===== src/rtl/control_sequencer.sv =====
// Hardwired T0..T7 control sequencer driving CPU datapath strobes; ILLEGAL_TRAP_EN enables the illegal-opcode trap.
// Latency: strobes are Moore-decoded from state, one step per clock. Memory steps hold until mem_ready.
// Backpressure: mem_ready stalls T1/T6/T7 with strobes held; mem_timeout pulses once after MEM_WAIT_MAX idle cycles.
module control_sequencer #(
  parameter int OPW          = 5,
  parameter int MEM_WAIT_MAX = 15
) (
  input  logic           clock,
  input  logic           clear,
  input  logic [31:0]    IR,
  input  logic           mem_ready,
  input  logic           stop,
  output logic           PCout,
  output logic           MARin,
  output logic           IncPC,
  output logic           memRead,
  output logic           memWrite,
  output logic           MDRin,
  output logic           MDRout,
  output logic           IRin,
  output logic           Yin,
  output logic           Zin,
  output logic           Zlowout,
  output logic           Gra,
  output logic           Grb,
  output logic           Grc,
  output logic           Rin,
  output logic           Rout,
  output logic           BAout,
  output logic           Cout,
  output logic [OPW-1:0] alu_op,
  output logic           run,
  output logic           mem_timeout,
  output logic           illegal
);

  localparam int CW = $clog2(MEM_WAIT_MAX + 1);

  typedef enum logic [3:0] {
    S_T0, S_T1, S_T2, S_T3, S_T4, S_T5, S_T6, S_T7, S_HALTED, S_ILLEGAL
  } state_t;

  state_t        state, state_n, fin;
  logic          started;
  logic [CW-1:0] wait_cnt;
  logic          wait_step;

  logic [OPW-1:0] opcode;
  logic           is_ld, is_ldi, is_st, is_rr, is_imm, is_nop, is_halt, is_defined;
  logic           unused_ir;

  assign opcode    = IR[31 -: OPW];
  assign unused_ir = ^IR[31-OPW:0];

  assign is_ld      = (opcode == OPW'(5'b00000));
  assign is_ldi     = (opcode == OPW'(5'b00001));
  assign is_st      = (opcode == OPW'(5'b00010));
  assign is_rr      = (opcode >= OPW'(5'b00011)) && (opcode <= OPW'(5'b01011));
  assign is_imm     = (opcode >= OPW'(5'b01100)) && (opcode <= OPW'(5'b01110));
  assign is_nop     = (opcode == OPW'(5'b11010));
  assign is_halt    = (opcode == OPW'(5'b11011));
  assign is_defined = is_ld | is_ldi | is_st | is_rr | is_imm | is_nop | is_halt;

  // Reset parks in T0 with outputs quiet; the first edge after release arms the sequencer.
  always_ff @(posedge clock or negedge clear) begin
    if (!clear) begin
      state   <= S_T0;
      started <= 1'b0;
    end else begin
      state   <= state_n;
      started <= 1'b1;
    end
  end

  assign wait_step = started && ((state == S_T1) ||
                                 (state == S_T6 && is_ld) ||
                                 (state == S_T7 && is_st));

  always_ff @(posedge clock or negedge clear) begin
    if (!clear) begin
      wait_cnt <= '0;
    end else if (state_n != state) begin
      wait_cnt <= '0;
    end else if (wait_step && !mem_ready && wait_cnt != CW'(MEM_WAIT_MAX)) begin
      wait_cnt <= wait_cnt + 1'b1;
    end
  end

  assign mem_timeout = wait_step && !mem_ready && (wait_cnt == CW'(MEM_WAIT_MAX - 1));

  always_comb begin
    state_n = state;
    fin     = stop ? S_HALTED : S_T0;
    if (started) begin
      case (state)
        S_T0: state_n = S_T1;
        S_T1: state_n = mem_ready ? S_T2 : S_T1;
        S_T2: begin
          if (is_halt)                   state_n = S_HALTED;
          else if (is_nop)               state_n = fin;
          else if (is_defined)           state_n = S_T3;
          else begin
`ifdef ILLEGAL_TRAP_EN
            state_n = S_ILLEGAL;
`else
            state_n = fin;
`endif
          end
        end
        S_T3: state_n = S_T4;
        S_T4: state_n = S_T5;
        S_T5: state_n = (is_ld || is_st) ? S_T6 : fin;
        S_T6: state_n = (is_ld && !mem_ready) ? S_T6 : S_T7;
        S_T7: state_n = (is_st && !mem_ready) ? S_T7 : fin;
        default: state_n = state;
      endcase
    end
  end

  always_comb begin
    {PCout, MARin, IncPC, memRead, memWrite, MDRin, MDRout, IRin, Yin, Zin,
     Zlowout, Gra, Grb, Grc, Rin, Rout, BAout, Cout} = '0;
    alu_op = '0;
    if (started) begin
      case (state)
        S_T0: begin PCout = 1'b1; MARin = 1'b1; IncPC = 1'b1; end
        S_T1: begin memRead = 1'b1; MDRin = 1'b1; end
        S_T2: begin MDRout = 1'b1; IRin = 1'b1; end
        S_T3: begin
          Grb = 1'b1;
          Yin = 1'b1;
          if (is_ld || is_ldi || is_st) BAout = 1'b1;
          else                          Rout  = 1'b1;
        end
        S_T4: begin
          Zin = 1'b1;
          if (is_rr) begin
            Grc    = 1'b1;
            Rout   = 1'b1;
            alu_op = opcode;
          end else begin
            // Immediate and address forms reuse the ALU with add/and/or codes.
            Cout = 1'b1;
            if (opcode == OPW'(5'b01101))      alu_op = OPW'(5'b01010);
            else if (opcode == OPW'(5'b01110)) alu_op = OPW'(5'b01011);
            else                               alu_op = OPW'(5'b00011);
          end
        end
        S_T5: begin
          Zlowout = 1'b1;
          if (is_ld || is_st) MARin = 1'b1;
          else begin Gra = 1'b1; Rin = 1'b1; end
        end
        S_T6: begin
          MDRin = 1'b1;
          if (is_ld) memRead = 1'b1;
          else begin Gra = 1'b1; Rout = 1'b1; end
        end
        S_T7: begin
          if (is_ld) begin MDRout = 1'b1; Gra = 1'b1; Rin = 1'b1; end
          else       memWrite = 1'b1;
        end
        default: ;
      endcase
    end
  end

  assign run = started && (state != S_HALTED) && (state != S_ILLEGAL);

`ifdef ILLEGAL_TRAP_EN
  assign illegal = (state == S_ILLEGAL);
`else
  assign illegal = 1'b0;
`endif

endmodule


===== config.mk =====
export PLATFORM = sky130hd
export DESIGN_NAME = control_sequencer
export DESIGN_NICKNAME = d
export VERILOG_FILES = /design/src/rtl/control_sequencer.sv
export SDC_FILE = /design/constraint.sdc
export NUM_CORES = 1
export LEC_CHECK = 0
export CORE_AREA = 8 8 61 63
export CTS_CLUSTER_SIZE = 16
export DETAILED_ROUTE_END_ITERATION = 12
export DIE_AREA = 0 0 69 71
export PLACE_DENSITY_LB_ADDON = 0.08
export SLEW_MARGIN = 20
export SYNTH_ARGS = -nofsm -noshare
export SYNTH_HDL_FRONTEND = slang
export SYNTH_SLANG_ARGS = --single-unit
export TNS_END_PERCENT = 5

===== constraint.sdc =====
create_clock -name clock -period 3.3 [get_ports clock]
set_input_delay 0.66 -clock clock [delete_from_list [all_inputs] [get_ports clock]]
set_output_delay 0.66 -clock clock [all_outputs]
set_load 0.005 [all_outputs]

==> key figures <==
STA
  • Worst Tran Pin Value: 0.633 ns
  • Fin. Hold Viols: 0
  • Fin Setup TNS: 0 ns
  • Tcrit/Tclk final: 98.1%
  • Unrepaired setup endpoints after global routing: true
  • Min Tclk post-route: 3.24 ns
  • Post-Route Skew: 0.00381 ns
  • Final setup margin: 0.0612 ns
  • Slew Viols, Final: 0
  • Achievable frequency: 309 MHz
  • Final setup vio count: 0
  • Worst rel slew slack: 57.4%

Route
  • DRT antenna net count: 0
  • Vias per cell: 5.44
  • WL final: 3230 µm
  • DR iter-0 viols: 29
  • Drt drc: 0
  • Vias: 1,176
  • Drt wl/cell: 14.9 µm
  • First-pass detailed-route iteration total: 4

Yosys
  • Yosys warns: 0
  • Yosys reg bits: 9
  • Post-synthesis cell area: 1040 µm²
  • Cells after synthesis: 143
  • Post-synthesis sequential area ratio: 21.6%
  • Fraction of registers with async set/reset: 100%
  • Most used flip-flop cell after synthesis: dfrtp_1
  • Unique masters post-synth: 45
  • Post-synth EDFFs: 0
  • Post-Syn Area per Cell: 7.29 µm²

Critical path
  • Crit path max fanout: 2
  • Startpoint types: primary input
  • Origin of the worst setup path: IR[30]
  • Crit. End Element: output pin
  • CP Class: primary input to output pin
  • Reg2Reg Launch Point: state[0]$_DFF_PN0_
  • Worst path cell trace: clkdlybuf4s50_1 -> or4_4 -> or4b_4 -> a211oi_2 -> clkdlybuf4s15_2
  • Slowest-stage cell, CP: or4_4
  • Critical path data arrival time: 2.58 ns
  • Critical Path Max Stage Delay: 0.53 ns
  • CP required: 2.64 ns

Floorplanning
  • Die Span Y: 71 µm
  • Die Width: 69 µm
  • Die area: 4900 µm²
  • Initial Util: 36.5%
  • Core Box Area: 2850 µm²
  • Num rows: 20
  • # IOs: 62

Final layout
  • Area occupied by multi-input gates: 762 µm²
  • Most frequent cells in the layout: 27 x clkdlybuf4s50_1, 15 x buf_4, 12 x nor3_1, 12 x nand2_1, 11 x nor2_1
  • Area Overhead vs Synth: 46.0%
  • Commonest non-fill, non-tap cell in the layout: clkdlybuf4s50_1
  • Inserted Diodes: 0
  • Final nets: 222
  • Register Area: 225 µm²
  • Layout cells sized above 1: 17.5%
  • Fill cell count: 272

Min path
  • Hold_sp: wait_cnt[0]$_DFFE_PN0P_
  • Worst min path class: flip-flop to flip-flop

Clocking
  • Clock tree buffer depth: 2
  • Clock root buffer: clkbuf_4
  • Clock Pin Slew Worst Setup and Hold Paths: 0.06 ns
  • Worst-skew pair later-pin latency: 0.26 ns
  • Setup bufs post-CTS: 0
  • Clock Sinks: 9
  • Htree depth: 1
  • CTS tree: yes
  • Number of CTS-inserted buffers: 3

Global route
  • GRT Residual Overflow: 0
  • Total track usage: 13.4%
  • Initial antenna violation count: 0
  • First-pass GRT wire length: 5690 µm
  • Fraction of met1 tracks used by global routing: 14.2%
  • Pin count of the biggest net entering global routing: 19
  • GRT met2 Usage: 25.6%
  • GR peak layer: met2
  • Vias in the first global route: 1,194
  • GRT met3 Usage: 3.50%

Placed design
  • Place WS: -0.382 ns
  • GPL Wtd Cong: 0.879
  • PortBufs: 32
  • Post-detail-place hpwl: 2650 µm

Power
  • VDD IR-drop max: 0.000427 V
  • Leakage: 0.000634 µW
  • PD cells: 489 nW/µm²

Outcome
  • Status: complete, no violations

Job
  • Maxcap violations: 0
metal layers:
layer | routed length, µm | share of wire [%] | vias up
met5 | 0 | 0 | -
met4 | 0 | 0 | 0
met3 | 149 | 4.6 | 0
met2 | 1710 | 53 | 28
met1 | 1370 | 42 | 557
li1 | - | - | 591
flip-flops by register name, indices dropped and copies added (netlist names):
name,count
started,1
state,4
wait_cnt,4
synthesized netlist by cell type (2+ instances only):
master,instances,area share [%]
nor3_1,13,6.2
nand2_1,12,4.3
nor2_1,11,4.0
o21ai_0,10,4.8
dfrtp_1,9,22
clkbuf_1,8,2.9
a21oi_1,7,3.4
inv_1,6,2.2
buf_4,4,2.9
mux2i_1,4,3.8
nand3_1,4,1.9
nor2b_1,4,2.4
a21o_1,3,2.2
and3_1,3,1.8
nand2b_1,3,1.8
nand3b_1,3,2.2
nand4_1,3,1.8
a211oi_2,2,2.4
a21boi_0,2,1.4
and2_1,2,1.2
conb_1,2,0.72
ha_1,2,2.4
nor3b_1,2,1.4
nor4_1,2,1.2
xnor2_1,2,1.7
what timing repair did:
action,CTS,global route
hold endpoints to repair,0,0
gates resized for setup,12,2
hold buffers,0,0
setup endpoints to repair,4,2
gates cloned,0,0
pin swaps,3,1
through the flow:
stage          power (µW)  instances  util, %  area [µm²]  hold slack, ns
6_report              743        216     53.3        1520           0.639
5_1_grt               817        216     53.3        1520           0.687
4_1_cts               750        216     53.2        1520           0.645
3_5_place_dp          662        212     51.3        1460           0.628
3_3_place_gp          660        212     51.3        1460           0.627
2_1_floorplan         476        144        -        1050           0.364
power breakdown:
| group | leakage (µW) | switching (µW) | internal, µW |
|---|---|---|---|
| registers | 0.000117 | 67.9 | 140 |
| clock network | 0.0000150 | 36.2 | 46.4 |
| logic | 0.000502 | 235 | 217 |
kinds of logic after synthesis:
logic type               count (synthesis)  share of synthesized area, %
AND/OR/NAND/NOR                         69                          36.6
AO/OA/AOI/OAI                           35                          24.0
buffers and inverters                   19                          8.28
flip-flops                               9                          21.6
multiplexers                             4                          3.84
XOR/XNOR                                 3                          2.52
adder cells (fa/ha/maj)                  2                          2.40
other                                    2                         0.721
cell type report:
cell class / count / area share, %
Clock buffer: 4 / 1.73
Inverter: 6 / 1.48
Multi-Input combinational cell: 116 / 50.1
Sequential cell: 9 / 14.8
Tap cell: 33 / 2.71
Timing Repair Buffer: 48 / 29.2
worst max-delay path, delay by kind of cell:
| family | cells | cell delay, ns |
|---|---|---|
| AO/OA/AOI/OAI | 1 | 0.19 |
| buffers and inverters | 2 | 0.67 |
| AND/OR/NAND/NOR | 2 | 1.05 |
worst paths after layout:
kind | to | slack [ns] | cells past startpoint
max | mem_timeout | 0.06 | 5
min | wait_cnt[0]$_DFFE_PN0P_ | 0.64 | 2
max reg2reg | wait_cnt[1]$_DFFE_PN0P_ | 1.11 | 6
min reg2reg | wait_cnt[0]$_DFFE_PN0P_ | 0.64 | 2
max in group asynchronous | wait_cnt[3]$_DFFE_PN0P_ | 2.35 | 1
min in group asynchronous | state[3]$_DFF_PN0_ | 0.68 | 1
Note: power is estimated with default switching activity, not from simulation.
